$ cat src/rtl/core_ifetch_pkg.sv
// core_ifetch_pkg: fetch FSM state encodings and the reset NOP word
package core_ifetch_pkg;
    localparam logic [1:0] S_REQ  = 2'd0;
    localparam logic [1:0] S_WAIT = 2'd1;
    localparam logic [1:0] S_HOLD = 2'd2;
    localparam logic [1:0] S_HALT = 2'd3;
    localparam logic [31:0] NOP = 32'h0000_0013;
endpackage

$ cat src/rtl/core_ifetch.sv
// core_ifetch: single-outstanding instruction fetch with redirect and misalign halt
module core_ifetch
    import core_ifetch_pkg::*;
#(
    parameter logic [31:0] RESET_VECTOR = 32'h0000_0000
) (
    input  logic        CLK,
    input  logic        RST,
    output logic        IMEM_ARVALID,
    input  logic        IMEM_ARREADY,
    output logic [31:0] IMEM_ARADDR,
    input  logic        IMEM_RVALID,
    output logic        IMEM_RREADY,
    input  logic [31:0] IMEM_RDATA,
    output logic        IF_VALID,
    input  logic        ID_READY,
    output logic [31:0] INSTRUCTION,
    output logic [31:0] IF_PC,
    input  logic        C_REDIRECT,
    input  logic [31:0] REDIRECT_PC,
    output logic        IF_MISALIGN
);
    logic [1:0]  state;
    logic [31:0] pc;
    logic [31:0] pend_pc;
    logic        pend;
    logic        redir_bad;
    logic        redir_ok;
    logic        halt;
    logic        r_hs;

    assign redir_bad    = C_REDIRECT && (REDIRECT_PC[1:0] != 2'b00);
    assign redir_ok     = C_REDIRECT && !redir_bad;
    assign halt         = IF_MISALIGN || redir_bad;
    assign r_hs         = IMEM_RVALID && IMEM_RREADY;
    assign IMEM_ARVALID = (state == S_REQ) && !RST;
    assign IMEM_ARADDR  = pc;
    assign IMEM_RREADY  = (state == S_WAIT) && !RST;
    assign IF_VALID     = (state == S_HOLD);

    always_ff @(posedge CLK) begin
        if (RST) begin
            state       <= S_REQ;
            pc          <= RESET_VECTOR;
            pend        <= 1'b0;
            pend_pc     <= RESET_VECTOR;
            IF_MISALIGN <= 1'b0;
            INSTRUCTION <= NOP;
            IF_PC       <= RESET_VECTOR;
        end else begin
            if (redir_bad)
                IF_MISALIGN <= 1'b1;
            case (state)
                S_REQ: begin
                    // the address stays presented; the redirect waits for its response
                    if (redir_ok) begin
                        pend    <= 1'b1;
                        pend_pc <= REDIRECT_PC;
                    end
                    if (IMEM_ARREADY)
                        state <= S_WAIT;
                end
                S_WAIT: begin
                    if (r_hs) begin
                        pend <= 1'b0;
                        if (halt)
                            state <= S_HALT;
                        else if (redir_ok || pend) begin
                            pc    <= redir_ok ? REDIRECT_PC : pend_pc;
                            state <= S_REQ;
                        end else begin
                            INSTRUCTION <= IMEM_RDATA;
                            IF_PC       <= pc;
                            state       <= S_HOLD;
                        end
                    end else if (redir_ok) begin
                        pend    <= 1'b1;
                        pend_pc <= REDIRECT_PC;
                    end
                end
                S_HOLD: begin
                    if (halt)
                        state <= S_HALT;
                    else if (redir_ok) begin
                        pc    <= REDIRECT_PC;
                        state <= S_REQ;
                    end else if (ID_READY) begin
                        pc    <= IF_PC + 32'd4;
                        state <= S_REQ;
                    end
                end
                default: state <= S_HALT;
            endcase
        end
    end
endmodule

$ cat config.mk
export PLATFORM = sky130hd
export DESIGN_NAME = core_ifetch
export DESIGN_NICKNAME = d
export VERILOG_FILES = /design/src/rtl/core_ifetch_pkg.sv /design/src/rtl/core_ifetch.sv
export SDC_FILE = /design/constraint.sdc
export NUM_CORES = 1
export LEC_CHECK = 0
export CAP_MARGIN = 20
export CELL_PAD_IN_SITES_DETAIL_PLACEMENT = 0
export CELL_PAD_IN_SITES_GLOBAL_PLACEMENT = 1
export CORE_MARGIN = 3
export CORE_UTILIZATION = 34
export DETAILED_ROUTE_END_ITERATION = 10
export PLACE_DENSITY_LB_ADDON = 0.1
export SYNTH_ARGS = -nofsm -noshare
export SYNTH_HDL_FRONTEND = slang
export SYNTH_SLANG_ARGS = --single-unit
$ cat constraint.sdc
create_clock -name CLK -period 2.4 [get_ports CLK]
set_input_delay 0.24 -clock CLK [delete_from_list [all_inputs] [get_ports CLK]]
set_output_delay 0.24 -clock CLK [all_outputs]
set_load 0.05 [all_outputs]
# Word level (Yosys, flattened, before mapping)

Index checks and enable logic that the tools add are counted.

Input port bits: 70
Register bits: 132
Output and inout bits: 100

Muxes and demuxes: 21
Reduce and logical (&&, ||, !) cells: 17
Add/sub/neg operators: 1
Eq/ne operators: 10
Bitwise gates (word level): 2

Operator list:

| kind                                                                  | count |
|---|---|
| 32-bit two-way mux                                                    | 8 |
| 32-bit case mux with 2 select lines                                   | 2 |
| 32-bit by 3-bit adder with 32-bit output, second input constant       | 1 |
| 2-bit two-way mux                                                     | 7 |
| 2-bit != test, second input constant                                  | 5 |
| 2-bit case mux with 3 select lines                                    | 1 |
| 6-bit AND reduction                                                   | 1 |
| 2-bit nonzero test                                                    | 3 |
| 1-bit logical AND                                                     | 5 |
| 4-bit by 1-bit != test with 1-bit output, second input constant       | 1 |
| 4-bit AND reduction                                                   | 1 |
| 3-bit by 1-bit != test with 1-bit output, second input constant       | 1 |
| 3-bit AND reduction                                                   | 1 |
| 2-bit by 1-bit equality test with 1-bit output, second input constant | 1 |
| 2-bit equality test, second input constant                            | 1 |
| 1-bit zero test                                                       | 2 |
| 2-bit zero test                                                       | 1 |
| 1-bit logical OR                                                      | 2 |
| 1-bit two-way mux                                                     | 2 |
| 2-bit by 1-bit != test with 1-bit output, second input constant       | 1 |
| 1-bit NOT                                                             | 2 |
| 1-bit case mux with 2 select lines                                    | 1 |
| 2-bit AND reduction                                                   | 1 |

# Depth between registers and ports, before layout

Gate-level depths: netlist (run 1).

Word-level depth: 9
Depth in mapped cells: 10
Gate-level depth less buffers: 6

# Least setup slack after synthesis (run 1)

OpenSTA, ideal clock, no wires.

Kind: register to register
Start: reg IF_PC[2]
End: reg pc[22] (netlist: IMEM_ARADDR[22])
Data arrival time: 2.232 ns
Setup time: 0.091 ns
Stages on the path, launching flop included: 7
Clock period less this slack: 2.323 ns
Setup slack: 0.077 ns
Buffers on the path: 0
Data required time: 2.309 ns
Cell sequence: dfxtp_1 -> ha_1 -> nand4_1 -> nor4_1 -> nand4_1 -> mux2i_1 -> a311oi_1

Longest elaborated chain between the ends: 5

Ends and longest elaborated chain:

| item                                     | line              | source |
|---|---|---|
| start, declared                          | core_ifetch.sv:18 | `output logic [31:0] IF_PC,` |
| start signal, assigned                   | core_ifetch.sv:73 | `IF_PC <= pc;` |
| 32-bit by 3-bit adder with 32-bit output | core_ifetch.sv:88 | `pc <= IF_PC + 32'd4;` |
| 32-bit two-way mux                       | core_ifetch.sv:87 | `end else if (ID_READY) begin` |
| 32-bit two-way mux                       | core_ifetch.sv:84 | `else if (redir_ok) begin` |
| 32-bit two-way mux                       | core_ifetch.sv:82 | `if (halt)` |
| 32-bit case mux with 2 select lines      | core_ifetch.sv:53 | `case (state)` |
| end signal, assigned                     | core_ifetch.sv:69 | `pc <= redir_ok ? REDIRECT_PC : pend_pc;` |
| end signal, assigned                     | core_ifetch.sv:88 |  |
| end, declared                            | core_ifetch.sv:24 | `logic [31:0] pc;` |

Every way passes these cells. The select of a mux whose other input is x is not followed.
A chain may end at the register's enable or synchronous reset.

# Worst setup path after layout (run 1)

Ends and elaborated chain as after synthesis.

==> out/results.env, run 1 <==
OUTCOME='completed'
TIMING.CRITICAL_PATH.CELLS='ha_1 -> nand4_1 -> nor4_2 -> buf_4 -> nand4_1 -> mux2i_1 -> a311oi_1'
SHARE_OF_THE_SYNTHESIZED_AREA_IN_THE_TOP_CELL_TYPE=0.4377
INSERTION_DELAY_NS=0.42
CTS_SETUP_BUFFERS=0
DP_HPWL_UM=13560
HOLD_VIOL_FINAL=0
GRT_OVERFLOW_TOTAL=0
SYNTH-EDFF-COUNT=0
NETS=1024
CRIT_TOP_CELL='sky130_fd_sc_hd__nand4_1'
WORST-PATH-MAX-FANOUT=5
WL_MET3_UM=1033
DETAILED_PLACE.AREA_MM2=0.008073
SYNTH.AVG_CELL_AREA_UM2=7.681
PWR_DENSITY_CELL_mW_PER_MM2=631.7
HP-CLASS='in2reg'
TIMING_MAX_TRANSITION_VIOLATIONS_FINAL=0
CLOCK_TREE_ROOT_DRIVER_CELL='sky130_fd_sc_hd__clkbuf_16'
POWER.STATIC_LEAKAGE_nW=3.045
CTSLONGESTPATHBUFFERS=2
ROUTED-WL-MET2_UM=9884
AVERAGE_WIRE_PER_CELL_IN_THE_ROUTED_DESIGN_UM=16.94
AREAGROWTHSYNTHTOFINISH_PCT=43.61
MAX_CLOCK_FREQ_MHz=469.0
DIE_AREA_MM2=0.01939
CAP_VIOL_MAX_COUNT=0
GRT_START_MAX_NET_PINS=138
VDD_DROP_MAX_uV=540.3
ANTENNA_FOUND_INITIAL=0
DRT-MET1-WL_UM=8916
ALL_LAYER_GLOBAL_ROUTING_USAGE=0.2052
FINAL_MIN_PERIOD_OVER_CLOCK_PERIOD=0.8884
CTS-HTREE-LEVELS=4
DETAILROUTE.VIA_COUNT=6222
TRITONCTS_NUM_SINKS=132
TRITONCTS='yes'
TIMING.CLOCK.SKEW_NS=0.009958
CP_DATA_REQUIRED_TIME_NS=2.72
SEQUENTIAL_SHARE_OF_THE_SYNTHESIZED_AREA=0.4377
DRC_VIOLATION_COUNT_AFTER_ROUTING=0
CTS_RESIZED=0
NETLIST.TOP_CELL.BY_AREA='sky130_fd_sc_hd__dfxtp_1'
VIA_PER_INST=5.224
CTS.HOLD.BUFFERS_ADDED=0
WEIGHTED_CONGESTION_AT_THE_END_OF_ROUTABILITY_DRIVEN_GLOBAL_PLACEMENT=0.8386
SYNTH_TOP_FLOP_CELL='sky130_fd_sc_hd__dfxtp_1'
PLACEMENTROWS=48
DIE_WIDTH_UM=139.3
FINAL.MIN_CLOCK_PERIOD_NS=2.132
YOSYS_WARNINGS=0
TIGHTESTPINTRANSITION_NS=0.6359
INITIAL_CORE_UTILIZATION=0.3478
DIE-HEIGHT_UM=139.3
TIMING.CRITICAL_PATH.FROM_TYPE='register'
SETUP_REPAIR_AFTER_GLOBAL_ROUTING_MISSED_ITS_MARGIN='false'
CORE_MM2=0.01736
SYNTH_AREA_LEADERS='sky130_fd_sc_hd__dfxtp_1 (44%), sky130_fd_sc_hd__nand2_1 (14%), sky130_fd_sc_hd__a21oi_1 (10%)'
FIRST_GLOBAL_VIAS=5970
DETAILEDROUTE.FIRSTITERATIONVIOLATIONS=325
ROUTE.FINAL.WIRE_LENGTH_UM=20180
CRITICAL_PATH.ENDPOINT_TYPE='register'
MAX-SLEW-MARGIN-REL=0.5761
GRT_FIRST_PASS_WIRELENGTH_UM=32130
FIRSTDRTPASSITERS=5
NUMBER_OF_DIFFERENT_LIBRARY_CELLS_IN_THE_POST_SYNTHESIS_NETLIST=56
NETLIST_AREA_MM2=0.006037
TOPROUTINGLAYERUSED='met4'
TIMING.SETUP.TNS_NS=0
WORST_PATH_MAX_DELAY_CELL='sky130_fd_sc_hd__nor4_2'
SETUP_VIOLATIONS=0
BOUNDARYPINS=170
CTS_INSERTED_BUFFERS=17
MAPPEDNETLISTNETS=857
POST-ROUTE-CELL-AREA_MM2=0.008670
COUNT_OF_ANTENNA_DIODES_IN_THE_LAYOUT=0
SYNTH_SEQ_CELLS=132
CLOCK_INPUT_TRANSITION_AT_THE_SEQUENTIAL_CELLS_OF_THE_WORST_SETUP_AND_HOLD_PATHS_NS=0.06
WORST_PATH_LARGEST_CELL_DELAY_NS=0.42
REGTOREGSETUPSLACK_NS=0.27
LAYOUT_CELL_SHARE_WITH_DRIVE_STRENGTH_BEYOND_1=0.09213
ASYNCSETRESETFLOPFRACSYNTH=0
POST_SYN_INSTANCES=786
TIMING.SETUP.CRITICAL_PATH_CLASS='reg2reg'
WORST-ENDPOINT-ARRIVAL_NS=2.46
CRITPATHBUFINV=1
DRTANTENNAVIOLNETS=0
PORTBUFFERS=169
WORST_PATH_DOMINANT_CELL_FAMILY='simple AND/OR/NAND/NOR gates'
-- synthesized netlist by cell type, drive strengths merged (12+ instances only) --
cell and n:
a21oi 124, xor2 12, o21ai 25, dfxtp 132, a211oi 32, nor2 61
buf 15, nand3 14, clkbuf 41, and3 14, nand2 221, nor3 13
-- registers in the layout, indices dropped and copies added (netlist names) --
name         count
pend_pc         32
IF_PC           32
IMEM_ARADDR     32
state            2
IF_MISALIGN      1
pend             1
INSTRUCTION     32
-- power breakdown --
part	leakage [nW]	internal, mW	switching [mW]
sequential	1.07	2.24	0.0358
clock	0.286	1.64	0.959
combinational	1.69	0.252	0.353
total	3.05	4.13	1.35
-- cell families (layout without fill, tap and decap cells) --
group	Yosys count	count (layout)	synth area share
AO/OA/AOI/OAI	207	207	0.2023
XOR/XNOR	15	15	0.02176
adder cells (fa/ha/maj)	1	1	0.002072
buffers and inverters	60	240	0.05492
flip-flops	132	132	0.4377
multiplexers	6	6	0.01036
AND/OR/NAND/NOR	365	365	0.2709
-- layer usage --
| metal | GRT usage | up-vias |
|---|---|---|
| met5 | 0 | - |
| met4 | 0.06385 | 0 |
| met3 | 0.04055 | 23 |
| met2 | 0.3522 | 191 |
| met1 | 0.2603 | 2968 |
| li1 | - | 3040 |
-- final cells by class --
type | instances | area (µm²)
inverter | 4 | 15.01
multi-input combinational | 594 | 3083
tap | 225 | 281.5
timing repair buffer | 204 | 2057
clock buffer | 24 | 491.7
clock inverter | 8 | 98.84
fill | 1677 | 8687
sequential | 132 | 2643
-- path summary, 6_finish.rpt --
check,from,end,depth (start not counted)
max,IF_PC[2]$_SDFFE_PP0P_,IMEM_ARADDR[22]$_SDFFE_PP0P_,7
min,IMEM_RDATA[16],INSTRUCTION[16]$_SDFFE_PP0P_,3
max reg2reg,IF_PC[2]$_SDFFE_PP0P_,IMEM_ARADDR[22]$_SDFFE_PP0P_,7
min reg2reg,pend_pc[22]$_SDFFE_PP0P_,pend_pc[22]$_SDFFE_PP0P_,2
-- placed cells by master (no fill, tap or decap), drive strengths merged, types with 5 or more instances in the layout --
cell type / count
a211oi: 32
a21oi: 124
a311oi: 5
and3: 14
and4: 5
buf: 39
clkbuf: 24
clkdlybuf4s50: 165
dfxtp: 132
nand2: 221
nand3: 14
nand4: 8
nor2: 61
nor3: 13
nor4: 7
o21ai: 25
xor2: 12
-- tightest hold or removal path, cell delays in order --
cell,delay [ns]
sky130_fd_sc_hd__clkdlybuf4s50_1,0.39
sky130_fd_sc_hd__nand2_1,0.05
sky130_fd_sc_hd__a21oi_1,0.05
-- through the flow --
step	std cells	worst slack (ns)	hold slack (ns)	power, mW	util
global placement	1159	0.07281	0.4385	2.922	0.4651
CTS	1191	0.1441	0.3441	5.535	0.4991
floorplan	786	0.07665	0.3642	2.649	-
finish	1191	0.2678	0.3615	5.476	0.4995
global route	1191	0.1099	0.3672	5.675	0.4995
detailed placement	1159	0.04811	0.4455	2.930	0.4651
Power figures use the tool's default switching activity.
==> inputs of run 2 (changes only) <==
- SLEW_MARGIN: not set -> 20
==> results of run 2 <==
The final DEF is identical to that of run 1; final timing and power are the same.
==> inputs of run 3 (changes only) <==
- CORE_UTILIZATION: 34 -> 40
- DONT_BUFFER_PORTS: not set -> 1
- clock period: 2.4 -> 2.7 ns (I/O delays scaled with it)
==> run 3 against run 2 <==
  * Clock-buffer cell count decreased by 3
  * First-iteration DRC count increased by 32%
  * Register-to-register slack improved by 0.03 ns
  * Die area decreased by 14%
  * Sequential power decreased by 7%
  * Worst hold slack got worse by 0.35 ns
  * Utilization increased by 1.8 points
  * Fmax decreased by 11%
  * Global-route usage increased by 3.0 points
  * Sequential share of layout area increased by 4.4 points
  * Sequential cell count unchanged
  * Wire length decreased by 3.7%
  * Largest cell class unchanged
==> out/results.env, run 3 (synthesis gave the netlist of run 1 again) <==
CP_DATA_REQUIRED_TIME_NS=3.02  # +0.30 ns
NETS=924  # -9.8%
VIA_PER_INST=5.506  # +5.4%
FINAL_INSTANCE_COUNT_EXCL_FILLERS=1049  # -12%
PWR_DENSITY_CELL_mW_PER_MM2=654.7  # +3.6%
WORSTREGTOREGCELLS=7  # unchanged
LAYOUT.CORE_UTILIZATION=0.5173  # +0.01776
POWER.STATIC_LEAKAGE_nW=2.719  # -11%
REGTOREGSETUPSLACK_NS=0.30  # +0.03 ns
DP_HPWL_UM=12210  # -9.9%
OUTCOME='completed'
CLOCK_INPUT_TRANSITION_AT_THE_SEQUENTIAL_CELLS_OF_THE_WORST_SETUP_AND_HOLD_PATHS_NS=0.06  # about the same
PLACE_INST=956  # -18%
AREAGROWTHSYNTHTOFINISH_PCT=25.47
CTS-HTREE-LEVELS=4  # unchanged
DIE_AREA_MM2=0.01660  # -14%
MAX-SLEW-MARGIN-REL=0.4172  # -0.1589
WEIGHTED_CONGESTION_AT_THE_END_OF_ROUTABILITY_DRIVEN_GLOBAL_PLACEMENT=0.7927  # -5.5%
CRITICAL_PATH.ENDPOINT_TYPE='register'
INSERTION_DELAY_NS=0.42  # about the same
CP-STARTPOINT='IF_PC[2]$_SDFFE_PP0P_'
TIMING.SETUP.CRITICAL_PATH_CLASS='reg2reg'
DIE_WIDTH_UM=128.9  # -7.5%
DETAILROUTE.VIA_COUNT=5776  # -7.2%
SETUP_REPAIR_AFTER_GLOBAL_ROUTING_MISSED_ITS_MARGIN='false'
COUNT_OF_ANTENNA_DIODES_IN_THE_LAYOUT=0  # unchanged
ALL_LAYER_GLOBAL_ROUTING_USAGE=0.2348  # +0.02958
TIMING.CLOCK.SKEW_NS=0.007219  # -0.002739 ns
CAP_VIOL_MAX_COUNT=0  # unchanged
FIRSTDRTPASSITERS=5  # unchanged
GRT_OVERFLOW_TOTAL=0  # unchanged
TIMING_MAX_TRANSITION_VIOLATIONS_FINAL=0  # unchanged
DIE-HEIGHT_UM=128.9  # -7.5%
TRITONCTS_NUM_SINKS=132  # unchanged
DETAILEDROUTE.FIRSTITERATIONVIOLATIONS=429  # +32%
HOLD-PATH-CELL-COUNT=2  # -1
CTS_RESIZED=0  # unchanged
AVERAGE_WIRE_PER_CELL_IN_THE_ROUTED_DESIGN_UM=18.52  # +9.3%
GRT_START_MAX_NET_PINS=132  # -4.3%
FIRST_GLOBAL_VIAS=5655  # -5.3%
VDD_DROP_MAX_uV=395.8  # -27%
GRT_FIRST_PASS_WIRELENGTH_UM=30720  # -4.4%
LAYOUT.CELLS.MOST_COMMON='sky130_fd_sc_hd__nand2_1'
WORST-PATH-MAX-FANOUT=7  # +2
HOLD_VIOL_FINAL=0  # unchanged
WORST-ENDPOINT-ARRIVAL_NS=2.72  # +0.26 ns
WORSTHOLDENDPOINT='state[1]$_SDFFE_PP0P_'
R2R_START='IF_PC[2]$_SDFFE_PP0P_'
FINAL_MIN_PERIOD_OVER_CLOCK_PERIOD=0.8886  # about the same
FILL_COUNT=1414  # -16%
TIGHTESTPINTRANSITION_NS=0.8695  # +0.2336 ns
SETUP_VIOLATIONS=0  # unchanged
FINAL.MIN_CLOCK_PERIOD_NS=2.399  # +0.2670 ns
ANTENNA_FOUND_INITIAL=0  # unchanged
MAX_CLOCK_FREQ_MHz=416.8  # -11%
CTSLONGESTPATHBUFFERS=2  # unchanged
INITIAL_CORE_UTILIZATION=0.4123  # +0.06443
PLACEMENTROWS=44  # -8.3%
PORTBUFFERS=0  # -100%
HP-CLASS='in2reg'
BOUNDARYPINS=170  # unchanged
ROUTE.FINAL.WIRE_LENGTH_UM=19430  # -3.7%
TIMING.SETUP.TNS_NS=0  # unchanged
TRITONCTS='yes'
DRTANTENNAVIOLNETS=0  # unchanged
DRC_VIOLATION_COUNT_AFTER_ROUTING=0  # unchanged
CLOCK_TREE_ROOT_DRIVER_CELL='sky130_fd_sc_hd__clkbuf_16'
WORSTHOLDSTART='IMEM_RVALID'
LAYOUT_COMMON_CELLS='sky130_fd_sc_hd__nand2_1 (220), sky130_fd_sc_hd__dfxtp_1 (132), sky130_fd_sc_hd__a21oi_1 (122), sky130_fd_sc_hd__nor2_1 (61), sky130_fd_sc_hd__dlygate4sd3_1 (61)'
LAYOUT_CELL_SHARE_WITH_DRIVE_STRENGTH_BEYOND_1=0.1064  # +0.01423
TIMING.CRITICAL_PATH.FROM_TYPE='register'
CORE_MM2=0.01464  # -16%
CTS_INSERTED_BUFFERS=17  # unchanged
TIMING.RR.END='IMEM_ARADDR[22]$_SDFFE_PP0P_'
## run 3: changes by cell type in the layout (fill, tap and decap cells not counted), moves of 3 or more
cell                              delta
sky130_fd_sc_hd__buf_12              -7
sky130_fd_sc_hd__buf_4              +10
sky130_fd_sc_hd__bufinv_16           +3
sky130_fd_sc_hd__clkbuf_8            -4
sky130_fd_sc_hd__clkdlybuf4s50_1   -165
sky130_fd_sc_hd__dlygate4sd3_1      +61
## run 3: final cells by class
cell class	instances	area (µm²)	area share
tap	184	230.2	0.03039
inverter	4	15.01	0.001982
clock inverter	10	181.4	0.02395
multi-input combinational	594	3087	0.4075
sequential	132	2643	0.3489
timing repair buffer	104	978.4	0.1292
clock buffer	21	440.4	0.05814
## run 3: critical path: stages, from the launching register on
cell and delay [ns]:
sky130_fd_sc_hd__dfxtp_1 0.55, sky130_fd_sc_hd__ha_1 0.32, sky130_fd_sc_hd__nand4_1 0.26, sky130_fd_sc_hd__nor4_1 0.44
sky130_fd_sc_hd__buf_4 0.23, sky130_fd_sc_hd__nand4_1 0.13, sky130_fd_sc_hd__mux2i_1 0.16, sky130_fd_sc_hd__a311oi_1 0.21
## run 3: how the worst max path moves through the flow
| stage | to | slack [ns] | depth (start not counted) |
|---|---|---|---|
| 3_3_place_gp | IMEM_ARADDR[22]$_SDFFE_PP0P_ | 0.48 | 7 |
| 5_1_grt | IMEM_ARADDR[22]$_SDFFE_PP0P_ | 0.14 | 7 |
| 3_5_place_dp | IMEM_ARADDR[22]$_SDFFE_PP0P_ | 0.34 | 7 |
| 4_1_cts | IMEM_ARADDR[22]$_SDFFE_PP0P_ | 0.30 | 7 |
| 2_1_floorplan | IMEM_ARADDR[22]$_SDFFE_PP0P_ | 0.38 | 6 |
| 6_report | IMEM_ARADDR[22]$_SDFFE_PP0P_ | 0.30 | 7 |
## run 3: power by group
part	leakage [nW]	switching (mW)	internal [mW]
Combinational	1.35	0.205	0.145
Sequential	1.07	0.118	1.99
Clock	0.301	0.870	1.63
Total	2.72	1.19	3.76
## run 3: timing repair
action	in CTS	in global routing
buffers inserted	0	0
hold endpoints to repair	131	0
hold buffers	62	0
setup endpoints to repair	0	0
## run 3: routing by layer
metal / share of wire / routed length (µm) / vias to the layer above / track usage
li1: - / - / 2839 / -
met1: 0.43 / 8330 / 2741 / 0.2969
met2: 0.49 / 9600 / 176 / 0.3942
met3: 0.063 / 1230 / 20 / 0.06476
met4: 0.014 / 265 / 0 / 0.06424
met5: 0 / 0 / - / 0
## run 3: metrics by stage
step	worst slack, ns	hold slack [ns]	total power, mW	area [µm²]
final	0.3008	0.01366	4.959	7575
after floorplan	0.3767	0.3942	2.354	6037
after global placement	0.4767	0.3490	2.386	6315
after detailed placement	0.3376	0.3507	2.391	6315
after global routing	0.1368	0.01924	5.118	7575
after CTS	0.3039	0.002822	4.989	7575
